**src/rtl/blocking_out_writer.sv**
```systemverilog
// blocking_out_writer
//
// Producer side of a blocking-port handshake. A command (start, step, count)
// loads an arithmetic sequence. The words are offered one at a time on b_out
// with b_out_notify high. The sequence advances only on a clock edge where the
// consumer also has b_out_sync high.
//
// Optional feature macro: WRITER_TIMEOUT_EN
//   Defined   : a burst that stalls for TIMEOUT consecutive cycles is aborted
//               and err pulses for one cycle.
//   Undefined : the writer waits forever and err is tied low.
//
// Parameters
//   WIDTH   : width of b_out, cmd_start, cmd_step
//   CNT_W   : width of cmd_count
//   TIMEOUT : stall limit in cycles (>= 1). Only used with WRITER_TIMEOUT_EN.
//
// Ports
//   clk, rst      : clock (rising edge), asynchronous active-high reset
//   cmd_valid     : command offered
//   cmd_ready     : writer can accept a command (idle)
//   cmd_start     : first word of the sequence
//   cmd_step      : two's-complement increment between words
//   cmd_count     : number of words (0 is legal and completes at once)
//   b_out         : word offered to the consumer
//   b_out_sync    : consumer ready to take b_out
//   b_out_notify  : writer offering b_out
//   busy          : high while a burst is being sent
//   done          : one-cycle pulse when a command completes
//   err           : one-cycle pulse when a burst is aborted by timeout
//
// All outputs are flops, so b_out_sync and cmd_valid have no combinational
// path to any output.
module blocking_out_writer #(
  parameter int WIDTH   = 32,
  parameter int CNT_W   = 16,
  parameter int TIMEOUT = 255
) (
  input  logic             clk,
  input  logic             rst,
  input  logic             cmd_valid,
  output logic             cmd_ready,
  input  logic [WIDTH-1:0] cmd_start,
  input  logic [WIDTH-1:0] cmd_step,
  input  logic [CNT_W-1:0] cmd_count,
  output logic [WIDTH-1:0] b_out,
  input  logic             b_out_sync,
  output logic             b_out_notify,
  output logic             busy,
  output logic             done,
  output logic             err
);

  // A stall limit of zero would abort before any word could be offered.
  if (TIMEOUT < 1) begin : g_bad_timeout
    $error("blocking_out_writer: TIMEOUT must be at least 1");
  end

  typedef enum logic [0:0] {
    section_idle = 1'b0,
    section_send = 1'b1
  } section_t;

  section_t         section;
  section_t         nextsection;

  logic [WIDTH-1:0] step;
  logic [CNT_W-1:0] remaining;

  logic [WIDTH-1:0] b_out_next;
  logic             b_out_notify_next;
  logic             cmd_ready_next;
  logic             busy_next;
  logic             done_next;
  logic [WIDTH-1:0] step_next;
  logic [CNT_W-1:0] remaining_next;

  // A word moves only when both sides agree on the same edge; sync alone is
  // meaningless while nothing is offered.
  logic             transfer;
  assign transfer = b_out_notify & b_out_sync;

`ifdef WRITER_TIMEOUT_EN
  // The counter only ever needs to hold 0 .. TIMEOUT-1: the abort fires on
  // the edge that would have taken it to TIMEOUT.
  localparam int STALL_W = (TIMEOUT < 2) ? 1 : $clog2(TIMEOUT);
  localparam logic [STALL_W-1:0] STALL_LAST = STALL_W'(TIMEOUT - 1);

  logic [STALL_W-1:0] stall_cnt;
  logic [STALL_W-1:0] stall_cnt_next;
  logic               err_q;
  logic               err_next;
`endif

  // --------------------------------------------------------------------------
  // Next-state and next-output logic
  // --------------------------------------------------------------------------
  always_comb begin
    nextsection       = section;
    b_out_next        = b_out;
    b_out_notify_next = b_out_notify;
    cmd_ready_next    = cmd_ready;
    busy_next         = busy;
    done_next         = 1'b0;
    step_next         = step;
    remaining_next    = remaining;
`ifdef WRITER_TIMEOUT_EN
    stall_cnt_next    = stall_cnt;
    err_next          = 1'b0;
`endif

    case (section)
      section_idle: begin
        if (cmd_valid) begin
          step_next      = cmd_step;
          remaining_next = cmd_count;
          b_out_next     = cmd_start;
          if (cmd_count != '0) begin
            b_out_notify_next = 1'b1;
            cmd_ready_next    = 1'b0;
            busy_next         = 1'b1;
            nextsection       = section_send;
`ifdef WRITER_TIMEOUT_EN
            stall_cnt_next    = '0;
`endif
          end else begin
            // Empty command: complete immediately, stay ready.
            done_next = 1'b1;
          end
        end
      end

      section_send: begin
        if (transfer) begin
`ifdef WRITER_TIMEOUT_EN
          stall_cnt_next = '0;
`endif
          remaining_next = remaining - 1'b1;
          if (remaining > CNT_W'(1)) begin
            // Modulo-2^WIDTH add; overflow wraps by design.
            b_out_next = b_out + step;
          end else begin
            // Last word taken: b_out keeps it, handshake closes.
            b_out_notify_next = 1'b0;
            cmd_ready_next    = 1'b1;
            busy_next         = 1'b0;
            done_next         = 1'b1;
            nextsection       = section_idle;
          end
        end
`ifdef WRITER_TIMEOUT_EN
        else if (stall_cnt == STALL_LAST) begin
          // Stall limit reached with no transfer on this edge: abandon the
          // rest of the burst without signalling completion.
          b_out_notify_next = 1'b0;
          cmd_ready_next    = 1'b1;
          busy_next         = 1'b0;
          err_next          = 1'b1;
          nextsection       = section_idle;
        end else begin
          stall_cnt_next = stall_cnt + 1'b1;
        end
`endif
      end

      default: begin
        nextsection = section_idle;
      end
    endcase
  end

  // --------------------------------------------------------------------------
  // State and output registers
  // --------------------------------------------------------------------------
  always_ff @(posedge clk or posedge rst) begin
    if (rst) begin
      section      <= section_idle;
      b_out        <= '0;
      b_out_notify <= 1'b0;
      cmd_ready    <= 1'b1;
      busy         <= 1'b0;
      done         <= 1'b0;
      step         <= '0;
      remaining    <= '0;
    end else begin
      section      <= nextsection;
      b_out        <= b_out_next;
      b_out_notify <= b_out_notify_next;
      cmd_ready    <= cmd_ready_next;
      busy         <= busy_next;
      done         <= done_next;
      step         <= step_next;
      remaining    <= remaining_next;
    end
  end

`ifdef WRITER_TIMEOUT_EN
  always_ff @(posedge clk or posedge rst) begin
    if (rst) begin
      stall_cnt <= '0;
      err_q     <= 1'b0;
    end else begin
      stall_cnt <= stall_cnt_next;
      err_q     <= err_next;
    end
  end

  assign err = err_q;
`else
  assign err = 1'b0;
`endif

endmodule

```
**config.mk**
```make
export PLATFORM = sky130hd
export DESIGN_NAME = blocking_out_writer
export DESIGN_NICKNAME = d
export VERILOG_FILES = /design/src/rtl/blocking_out_writer.sv
export SDC_FILE = /design/constraint.sdc
export NUM_CORES = 1
export LEC_CHECK = 0
export ABC_AREA = 1
export BUFFER_PORTS_ARGS = -buffer_cell sky130_fd_sc_hd__buf_2
export CELL_PAD_IN_SITES_DETAIL_PLACEMENT = 1
export CELL_PAD_IN_SITES_GLOBAL_PLACEMENT = 1
export CORE_MARGIN = 8
export CORE_UTILIZATION = 35
export DETAILED_ROUTE_END_ITERATION = 7
export PLACE_DENSITY_LB_ADDON = 0.05
export SETUP_SLACK_MARGIN = 0.2
export SYNTH_ARGS = -nofsm -noshare
export SYNTH_HDL_FRONTEND = slang
export SYNTH_SLANG_ARGS = --single-unit
```
**constraint.sdc**
```tcl
create_clock -name clk -period 3.7 [get_ports clk]
set_input_delay 0.74 -clock clk [delete_from_list [all_inputs] [get_ports clk]]
set_output_delay 0.74 -clock clk [all_outputs]
set_load 0.05 [all_outputs]
```
==> metrics.md, run 1 <==
| Metric | Value |
|---|---|
| Number of H-tree levels | `3` |
| Longest Clk Path Bufs | `2` |
| Setup_tns | `0 ns` |
| TritonCTS Buffers | `9` |
| Avg Inst Size Synth | `6.66 µm²` |
| Full die area | `0.0227 mm²` |
| Maxcap violations | `0` |
| Status | `completed` |
| Cells after Synth | `953` |
| Most Frequent Cell on Critical Path | `nand2_2` |
| Layout area overhead | `17.1%` |
| Leading area contributor after synthesis | `dfrtp_1` |
| Final wirelength | `20600 µm` |
| Hold Fails Final Rpt | `0` |
| CP Capture Type | `flip-flop` |
| Post-CTS setup buffers | `0` |
| Syn Nets | `1071` |
| Post-route DRC | `0` |
| Area of the multi-input gates | `0.00360 mm²` |
| Max Freq | `0.407 GHz` |
| DIE HEIGHT | `151 µm` |
| Synth cell types | `39` |
| DR pass1 iterations | `4` |
| Final Slew Violations | `0` |
| Hold_ws | `0.454 ns` |
| Worst path arrival time | `2.74 ns` |
| Grt ovf | `0` |
| Ordered list of cells on the worst path | `inv_2, nand2_2, nand2_2, inv_4, nor2_1, o21ai_1, nand2_1` |
| Fin crit period | `2.45 ns` |
| Pin count of the biggest net entering global routing | `80` |
| RSZ-0062 raised after global routing | `false` |
| Synth Warn # | `0` |
| CORE AREA | `0.0179 mm²` |
| Critical path's slowest cell | `nand2_2` |
| Final period utilization | `0.663` |
| Ranking of synthesized cells by area | `dfrtp_1 33%, nand2_1 20%, inv_1 7.6%` |
| Cell row count | `49` |
| VDD IR max | `0.217 mV` |
| Slew HR | `0.421` |
| CTS sink cnt | `84` |
| # fillers | `2392` |
| Initial Util | `0.355` |
| Setup Skew | `0.00954 ns` |
| Diode count | `0` |
| Power Dens Cells | `257 mW/mm²` |
| Vias/cell | `4.83` |
| CTS tree | `done` |
| CP Class | `reg2reg` |
| Slowest cell delay on critical path | `0.52 ns` |
| Post-DP HPWL | `16300 µm` |
| CP startpoint kind | `flip-flop` |
| Initial antenna violation count | `3` |
| Die width | `151 µm` |
| # setup viols final | `0` |
| Nets | `1180` |
| Initial drt markers | `206` |
| Clk slew on worst S/H paths | `0.07 ns` |
| Via count | `6260` |
| IO Pins | `121` |
| Post-CTS Resized | `0` |
| Leak | `4.51 nW` |
| Input/output buffers | `119` |
| Min-delay worst type | `in2async` |
| CP Max Fanout | `44` |
| Tightest Pin Transition | `0.868 ns` |
| First-pass GRT wire length | `33900 µm` |
| Clk root buf | `clkbuf_16` |
| Sequential fraction of the synthesis area | `0.331` |
| Share of cells above drive strength 1 | `0.153` |
| Wire length per cell | `15.9 µm` |
| GPL Wtd Cong | `0.839` |
| Hold_buf cts | `0` |
| Vias in the first global route | `6617` |
| Clk_lat worst skew | `0.36 ns` |
| Netlist Area Pre-Place | `0.00635 mm²` |
| CP required | `3.99 ns` |
| Final ANT Viol Nets | `0` |
| Sequential cell area | `0.00210 mm²` |
| Synthesis-stage register bit count | `84` |
| Post-synth top area share | `0.327` |
| Overall routing resource usage | `0.189` |
worst paths after layout:
check	start	end	slack (ns)	cells past startpoint
max	section	b_out[18]	1.25	7
min	rst	step[27]	0.45	2
max reg2reg	section	b_out[18]	1.25	7
min reg2reg	cmd_ready	cmd_ready	0.47	2
max in group asynchronous	rst	cmd_ready	2.50	3
min in group clk	cmd_ready	cmd_ready	0.47	2
cell usage after synthesis, drive strengths merged:
master	n
nand2	347
inv	136
nor2	113
dfrtp	83
nand3	55
o21ai	38
ha	33
mux2	32
a21oi	24
buf	16
xor2	11
o211ai	9
clkbuf	8
nand4	8
xnor2	8
nor4	5
a31oi	4
nor3	4
o22ai	4
o21bai	3
a21o	2
clkinv	2
or2	2
a22oi	1
conb	1
dfstp	1
fa	1
nand3b	1
o221ai	1
worst max-delay path: cells and delay by family, from the launching register on:
kind | cells | cell delay [ns]
AO/OA/AOI/OAI | 1 | 0.09
buffers and inverters | 2 | 0.68
AND/OR/NAND/NOR | 4 | 1.19
flip-flops | 1 | 0.41
metrics by stage:
step                utilization  total power, mW  worst slack (ns)  instances  cell area, µm²
floorplan                     -            0.954             0.797        953            6350
global placement          0.399             1.01              1.17       1280            7140
detailed placement        0.399             1.01              1.06       1280            7140
CTS                       0.415             1.96              1.11       1296            7430
global route              0.415             2.00             0.910       1296            7430
finish                    0.415             1.91              1.25       1296            7430
power breakdown:
| part | internal [mW] | switching [mW] | total [mW] |
|---|---|---|---|
| clock | 0.487 | 0.433 | 0.921 |
| combinational | 0.0342 | 0.0393 | 0.0735 |
| sequential | 0.918 | 0 | 0.918 |
| total | 1.44 | 0.473 | 1.91 |
logic make-up after synthesis:
| logic type | Yosys count | share of synthesized area |
|---|---|---|
| other | 1 | 0.000591 |
| xor gates and xnor gates | 19 | 0.0262 |
| DFF | 84 | 0.331 |
| AOI/OAI and AO/OA | 86 | 0.0759 |
| adders and majority gates | 34 | 0.0682 |
| buffers and inverters | 162 | 0.103 |
| and+or+nand+nor | 535 | 0.338 |
| muxes | 32 | 0.0568 |
layout by cell type, fill, tap and decap left out, types with 11 or more instances in the layout:
| master | count |
|---|---|
| buf_2 | 119 |
| nand2_1 | 343 |
| a21oi_1 | 24 |
| nor2_1 | 108 |
| nand3_1 | 55 |
| ha_1 | 33 |
| xor2_1 | 11 |
| dfrtp_1 | 82 |
| o21ai_0 | 15 |
| o21ai_1 | 23 |
| inv_1 | 127 |
| mux2_1 | 29 |
layout make-up:
| class | count | share of cell area |
|---|---|---|
| inverters | 138 | 0.0702 |
| clock buffers | 10 | 0.0322 |
| repair buffers | 122 | 0.0848 |
| multi-input cells | 707 | 0.484 |
| clock inverters | 6 | 0.00724 |
| well taps | 229 | 0.0386 |
| flip-flops and latches | 84 | 0.283 |
sequential cells by signal, summed over array words and instances, names as in the netlist:
signal,count
done,1
b_out,32
section,1
busy,1
step,32
remaining,16
cmd_ready,1
routing by layer:
layer | vias up | global-route usage | share of wire | routed length (µm)
met5 | - | 0 | 0.0019 | 39
met4 | 6 | 0.0386 | 0.0085 | 176
met3 | 19 | 0.0433 | 0.040 | 819
met2 | 84 | 0.304 | 0.45 | 9320
met1 | 2948 | 0.255 | 0.50 | 10300
li1 | 3203 | - | - | -
Power figures use the tool's default switching activity.
==> run 2: changes to the inputs <==
Clock period 3.7 ns to 2.6 ns, I/O delays scaled along.
==> metrics.md, run 2 (synthesis results as in run 1) <==
| Metric | Value |
|---|---|
| Status | `completed` |
| Number of H-tree levels | `3 (unchanged)` |
| Worst path arrival time | `2.44 ns (-0.30 ns)` |
| Power Dens Cells | `369 mW/mm² (+44%)` |
| Longest Clk Path Bufs | `2 (unchanged)` |
| Diode count | `0 (unchanged)` |
| Share of cells above drive strength 1 | `0.156 (+0.00316)` |
| Reg2Reg Setup Slack | `0.41 ns (-0.84 ns)` |
| Reg2reg start | `b_out[0]` |
| Max Freq | `0.456 GHz (+12%)` |
| Clk slew on worst S/H paths | `0.07 ns (about the same)` |
| Fin crit period | `2.19 ns (-0.260 ns)` |
| TritonCTS Buffers | `9 (unchanged)` |
| Leak | `4.53 nW (+0.46%)` |
| Pre-CTS setup slack | `0.332 ns (-0.729 ns)` |
| Post-route DRC | `0 (unchanged)` |
| Setup_tns | `0 ns (unchanged)` |
| Setup Skew | `0.0129 ns (+0.00333 ns)` |
| CP Max Fanout | `4 (-91%)` |
| Maxcap violations | `0 (unchanged)` |
| DR pass1 iterations | `4 (unchanged)` |
| Pin count of the biggest net entering global routing | `80 (unchanged)` |
| Min-delay worst type | `in2async` |
| Overall routing resource usage | `0.188 (-0.00160)` |
| Layout area overhead | `17.8%` |
| CTS sink cnt | `84 (unchanged)` |
| First-pass GRT wire length | `33400 µm (-1.6%)` |
| Wire length per cell | `15.9 µm (about the same)` |
| Reg2Reg Depth | `12 (+5)` |
| CP startpoint kind | `flip-flop` |
| Die width | `151 µm (unchanged)` |
| # setup viols final | `0 (unchanged)` |
| Post-DP HPWL | `16400 µm (+0.43%)` |
| Nets | `1184 (+0.34%)` |
| DIE HEIGHT | `151 µm (unchanged)` |
| Top Registers | `b_out: 32 flops, step: 32 flops, remaining: 16 flops` |
| # fillers | `2402 (+0.42%)` |
| Vias/cell | `4.77 (-1.3%)` |
| IO Pins | `121 (unchanged)` |
| RSZ-0062 raised after global routing | `false` |
| VDD IR max | `0.290 mV (+34%)` |
| CP Capture Type | `flip-flop` |
| Grt ovf | `0 (unchanged)` |
| CORE AREA | `0.0179 mm² (unchanged)` |
| GPL Wtd Cong | `0.866 (+3.2%)` |
| End point of the critical path | `b_out[24]` |
| Post-CTS Resized | `0 (unchanged)` |
| Post-route worst setup slack | `0.406 ns (-0.840 ns)` |
| Initial Util | `0.355 (unchanged)` |
| Final wirelength | `20700 µm (+0.37%)` |
| Clk root buf | `clkbuf_16` |
| Post-CTS setup buffers | `0 (unchanged)` |
| Initial drt markers | `254 (+23%)` |
| Final ANT Viol Nets | `0 (unchanged)` |
| Vias in the first global route | `6514 (-1.6%)` |
| Tightest Pin Transition | `0.878 ns (+0.00983 ns)` |
| Origin of the worst setup path | `b_out[0]` |
| Full die area | `0.0227 mm² (unchanged)` |
| Most common cell after layout, fill and taps aside | `nand2_1` |
| Area of the multi-input gates | `0.00360 mm² (+0.14%)` |
| Input/output buffers | `119 (unchanged)` |
| Clk_lat worst skew | `0.35 ns (about the same)` |
| Cell row count | `49 (unchanged)` |
| Most frequent cells in the layout | `343 x nand2_1, 127 x inv_1, 119 x buf_2, 108 x nor2_1, 82 x dfrtp_1` |
| CP required | `2.84 ns (-1.15 ns)` |
| Final Slew Violations | `0 (unchanged)` |
| Reg2reg end | `b_out[24]` |
| CTS tree | `done` |
| Slew HR | `0.414 (-0.00655)` |
| Hold_buf cts | `0 (unchanged)` |
| Via count | `6196 (-1.0%)` |
| CP Class | `reg2reg` |
| Hold Fails Final Rpt | `0 (unchanged)` |
| Initial antenna violation count | `1 (-2)` |
| Final period utilization | `0.844 (+0.180)` |
| Sequential cell area | `0.00210 mm² (unchanged)` |
run 2: cell types whose count changed in the layout (fill, tap and decap cells not counted), sizes merged:
cell,delta
clkinvlp,+2
clkinv,-1
bufinv,+1
buf,+4
inv,-2
run 2: metrics by stage:
stage / cells / area [µm²] / hold WS (ns) / util / total power [mW]
final: 1300 / 7480 / 0.240 / 0.418 / 2.76
after detailed placement: 1284 / 7170 / 0.452 / 0.401 / 1.44
after CTS: 1300 / 7470 / 0.263 / 0.417 / 2.81
after global routing: 1300 / 7480 / 0.280 / 0.418 / 2.86
after floorplan: 953 / 6350 / 0.468 / - / 1.36
after global placement: 1284 / 7170 / 0.457 / 0.401 / 1.44
run 2: routing by layer:
metal  GRT usage  up-vias  share of wire
met5           0        -        0.00063
met4      0.0366        2         0.0076
met3      0.0364       12          0.043
met2       0.309       92           0.46
met1       0.252     2888           0.49
li1            -     3202              -
run 2: worst min path at each step:
stage | slack [ns] | to | depth (start not counted) | startpoint
finish | 0.24 | b_out[1] | 3 | rst
global route | 0.28 | step[2] | 3 | rst
CTS | 0.26 | step[2] | 3 | rst
detailed placement | 0.45 | cmd_ready | 2 | cmd_ready
global placement | 0.46 | cmd_ready | 2 | cmd_ready
floorplan | 0.47 | step[0] | 1 | step[0]
run 2: area by class of cell:
class,count,area share
multi-input cells,707,0.482
clock buffers,10,0.0306
clock inverters,6,0.00954
inverters,138,0.0701
well taps,229,0.0383
flip-flops and latches,84,0.281
repair buffers,126,0.0884
run 2: where the power goes:
group / internal (mW) / leakage (nW) / switching (mW)
sequential: 1.31 / 1.11 / 0
clock: 0.755 / 0.140 / 0.593
combinational: 0.0499 / 3.29 / 0.0574
run 2: worst max-delay path, cell delays in order (launching register included):
cell and delay (ns):
dfrtp_1 0.40, ha_1 0.25, fa_1 0.46, nand3_1 0.12
nand3_1 0.13, nand2_1 0.10, nand2_1 0.12, nand3_1 0.14
nand3_1 0.09, nand2_1 0.07, nand3_1 0.07, nand2_1 0.09
nand2_1 0.05
==> run 3: changes to the inputs <==
Settings changed: ABC_AREA 1 to 0.
Clock period 2.6 ns to 1.81 ns, I/O delays scaled along.
==> metrics.md, run 3 <==
| Metric | Value |
|---|---|
| Status | `complete, but fails checks` |
| Failing checks | `negative setup slack` |
| Initial drt markers | `325 (+28%)` |
| CP Capture Type | `flip-flop` |
| IO Pins | `121 (unchanged)` |
| Ranking of synthesized cells by area | `dfrtp_1 38%, nand2_1 10%, ha_1 7.6%` |
| Most Used Layer, Global Route | `met2` |
| Internal power | `7.98 mW (+280%)` |
| Post-Place Cells | `1086 (-15%)` |
| Reg2Reg Depth | `8 (-4)` |
| Hold Fails Final Rpt | `0 (unchanged)` |
| Wire length per cell | `21.9 µm (+37%)` |
| Sequential cell area | `0.00213 mm² (+1.3%)` |
| # setup viols final | `46 (+46)` |
| Post-Synth Adder-Cell Area | `0.0795 (+0.0113)` |
| Syn Nets | `778 (-27%)` |
| Grt met2 use | `0.419 (+0.111)` |
| Combinational share of power | `0.653 (+0.614)` |
| Slew HR | `0.627 (+0.213)` |
| Via count | `6408 (+3.4%)` |
| Reg2reg start | `remaining[3]` |
| Tightest Pin Transition | `0.558 ns (-0.320 ns)` |
| Input/output buffers | `119 (unchanged)` |
| Final wirelength | `25100 µm (+21%)` |
| Initial antenna violation count | `1 (unchanged)` |
| Simple-Gate Fraction of Synth Area | `0.228 (-0.111)` |
| Layout area overhead | `70.2%` |
| Hold EP | `step[21]` |
| CORE AREA | `0.0152 mm² (-15%)` |
| Fin crit period | `2.87 ns (+0.678 ns)` |
| Sequential fraction of the synthesis area | `0.386 (+0.0551)` |
| Leak | `4.46 nW (-1.5%)` |
| Hold_ws | `0.193 ns (-0.0474 ns)` |
| Final Total Pwr | `14.7 mW (+430%)` |
| CP Max Fanout | `2 (-2)` |
| Setup Skew | `0.00957 ns (-0.00330 ns)` |
| # fillers | `1756 (-27%)` |
| Post-synth ARST share | `1.00 (unchanged)` |
| Nets | `1071 (-9.5%)` |
| TritonCTS Buffers | `9 (unchanged)` |
| GPL Wtd Cong | `0.874 (+0.89%)` |
| Seq pwr share | `0.204 (-0.269)` |
| Non-Filler Instances | `1147 (-12%)` |
| Top Registers | `b_out: 32 flops, step: 32 flops, remaining: 16 flops` |
| Post-route worst setup slack | `-1.06 ns (-1.47 ns)` |
| Post-synth top area share | `0.382 (+0.0544)` |
| Post-DP HPWL | `15700 µm (-4.2%)` |
| CP required | `2.08 ns (-0.76 ns)` |
| Vias in the first global route | `7133 (+9.5%)` |
| CP Class | `reg2reg` |
| EDFF count, synth | `0 (unchanged)` |
| VDD IR max | `0.857 mV (+200%)` |
| CP startpoint kind | `flip-flop` |
| Synthesis-stage register bit count | `84 (unchanged)` |
| GRT met1 Usage | `0.266 (+0.0142)` |
| Most frequent cells in the layout | `146 x buf_4, 138 x nand2_1, 119 x buf_2, 60 x dfrtp_1, 50 x a21oi_1` |
| CTS tree | `done` |
| Die width | `141 µm (-6.6%)` |
| Area of the multi-input gates | `0.00404 mm² (+12%)` |
| Cells after Synth | `660 (-31%)` |
| Final period utilization | `1.59 (+0.743)` |
| Most common cell in the netlist | `nand2_1` |
| Reg2reg end | `remaining[14]` |
| Hold path depth | `3` |
| Final ANT Viol Nets | `0 (unchanged)` |
| Clk slew on worst S/H paths | `0.07 ns (about the same)` |
| Most common cell after layout, fill and taps aside | `buf_4` |
| RSZ-0062 raised after global routing | `true` |
| Initial Util | `0.358 (+0.00347)` |
| Avg Inst Size Synth | `8.25 µm² (+24%)` |
| Vias/cell | `5.59 (+17%)` |
| DR pass1 iterations | `5 (+1)` |
| Synth cell types | `57 (+46%)` |
| Leading area contributor after synthesis | `dfrtp_1` |
| First-pass GRT wire length | `36700 µm (+10%)` |
| Share of cells above drive strength 1 | `0.505 (+0.349)` |
| Largest family of logic cells by synthesized area | `simple AND/OR/NAND/NOR gates` |
| Synth cell count leaders | `147 x nand2_1, 83 x dfrtp_1, 62 x a21oi_1, 53 x o21ai_0, 46 x nor2_1` |
| Number of H-tree levels | `3 (unchanged)` |
| Synth Warn # | `0 (unchanged)` |
| NetSw | `6.72 mW (+930%)` |
| Pin count of the biggest net entering global routing | `39 (-51%)` |
| Dominant synthesized flop cell | `dfrtp_1` |
| Post-synthesis mux area share | `0.0294 (-0.0273)` |
| Final Slew Violations | `0 (unchanged)` |
| Switching Share | `0.457 (+0.222)` |
| DIE HEIGHT | `141 µm (-6.6%)` |
| Reg2Reg Setup Slack | `-1.06 ns (-1.47 ns)` |
| Post-route DRC | `0 (unchanged)` |
| Full die area | `0.0198 mm² (-13%)` |
| Power Dens Cells | `1590 mW/mm² (+330%)` |
| Hold Startpoint | `cmd_step[21]` |
| Clk root buf | `clkbuf_16` |
| Worst path arrival time | `3.14 ns (+0.70 ns)` |
| Max Freq | `0.348 GHz (-24%)` |
| Maxcap violations | `0 (unchanged)` |
| Clock Power Share | `0.143 (-0.345)` |
| Longest Clk Path Bufs | `2 (unchanged)` |
| Xor and xnor fraction of the mapped netlist area | `0.0402 (+0.0140)` |
| CTS sink cnt | `84 (unchanged)` |
| Min-delay worst type | `in2reg` |
| Met3 GRT Util | `0.0409 (+0.00448)` |
| Overall routing resource usage | `0.231 (+0.0431)` |
| Netlist Area Pre-Place | `0.00544 mm² (-14%)` |
| Clk_lat worst skew | `0.36 ns (about the same)` |
| Cell row count | `45 (-8.2%)` |
| Post-synthesis compound-gate area fraction | `0.204 (+0.128)` |
| Grt ovf | `0 (unchanged)` |
[run 3: cell count changes after synthesis, sizes merged, moves of 10 or more]
| cell | delta |
|---|---|
| a211oi | +11 |
| a21o | +15 |
| a21oi | +38 |
| a31oi | +11 |
| clkbuf | +16 |
| inv | -126 |
| mux2 | -32 |
| mux2i | +16 |
| nand2 | -200 |
| nand3 | -40 |
| nor2 | -66 |
| o21ai | +15 |
| or3 | +11 |
| xnor2 | +10 |
[run 3: power groups by stage]
| stage | clock network, mW | logic, mW | registers (mW) |
|---|---|---|---|
| floorplan | 0 | 3.72 | 4.22 |
| global placement | 0 | 7.88 | 2.95 |
| detailed placement | 0 | 8.17 | 2.99 |
| CTS | 2.13 | 8.99 | 2.98 |
| global route | 2.19 | 10.2 | 3.06 |
| finish | 2.10 | 9.60 | 3.00 |
[run 3: worst max-delay path, cell delays in order, from the launching register on]
cell      delay, ns
dfrtp_1        0.39
or4_4          0.52
or3_4          0.38
or4_4          0.43
or3_4          0.41
or3_1          0.33
a21oi_2        0.12
nor2_1         0.05
a211oi_2       0.15
[run 3: what timing repair did]
action	in CTS	in global routing
endpoints found under the hold margin	6	0
hold buffers	1	0
resized for setup	122	74
endpoints found under the setup margin	84	64
pin swaps	44	17
cloned	3	4
buffers inserted	17	19
[run 3: how the worst max path moves through the flow]
stage | start | end | slack [ns]
after floorplan | remaining[5] | remaining[14] | -1.02
after global placement | remaining[5] | remaining[14] | -1.01
after detailed placement | remaining[5] | remaining[14] | -1.09
after CTS | remaining[5] | remaining[14] | -1.04
after global routing | remaining[5] | remaining[14] | -1.12
final | remaining[3] | remaining[14] | -1.06
[run 3: kinds of logic (layout without fill, tap and decap cells)]
logic type      after synthesis  count (layout)
other cells                   1               2
fa+ha+maj                    34              34
simple gates                271             271
buf+inv                      43             341
compound gates              186             186
flops                        84              84
mux                          16              16
xor+xnor                     25              25
[run 3: final cells by class]
cell class,count,area share
sequential,84,0.230
clock inverter,6,0.00946
tap,188,0.0254
clock buffer,10,0.0258
inverter,10,0.00446
antenna,1,0.000270
timing repair buffer,315,0.268
multi-input combinational,533,0.436
[run 3: metal layers]
metal | wire length, µm | part of all wire | vias to the layer above
met5 | 0 | 0 | -
met4 | 750 | 0.030 | 0
met3 | 1160 | 0.046 | 60
met2 | 13200 | 0.53 | 193
met1 | 9940 | 0.40 | 3223
li1 | - | - | 2932
[run 3: per-stage QoR]
stage / utilization / setup TNS (ns) / setup slack (ns) / cell area [µm²]
floorplan: - / -19.66 / -1.02 / 5810
global placement: 0.505 / -29.74 / -1.01 / 7670
detailed placement: 0.505 / -30.69 / -1.09 / 7670
CTS: 0.572 / -23.00 / -1.04 / 8700
global route: 0.609 / -38.87 / -1.12 / 9260
finish: 0.609 / -35.19 / -1.06 / 9260
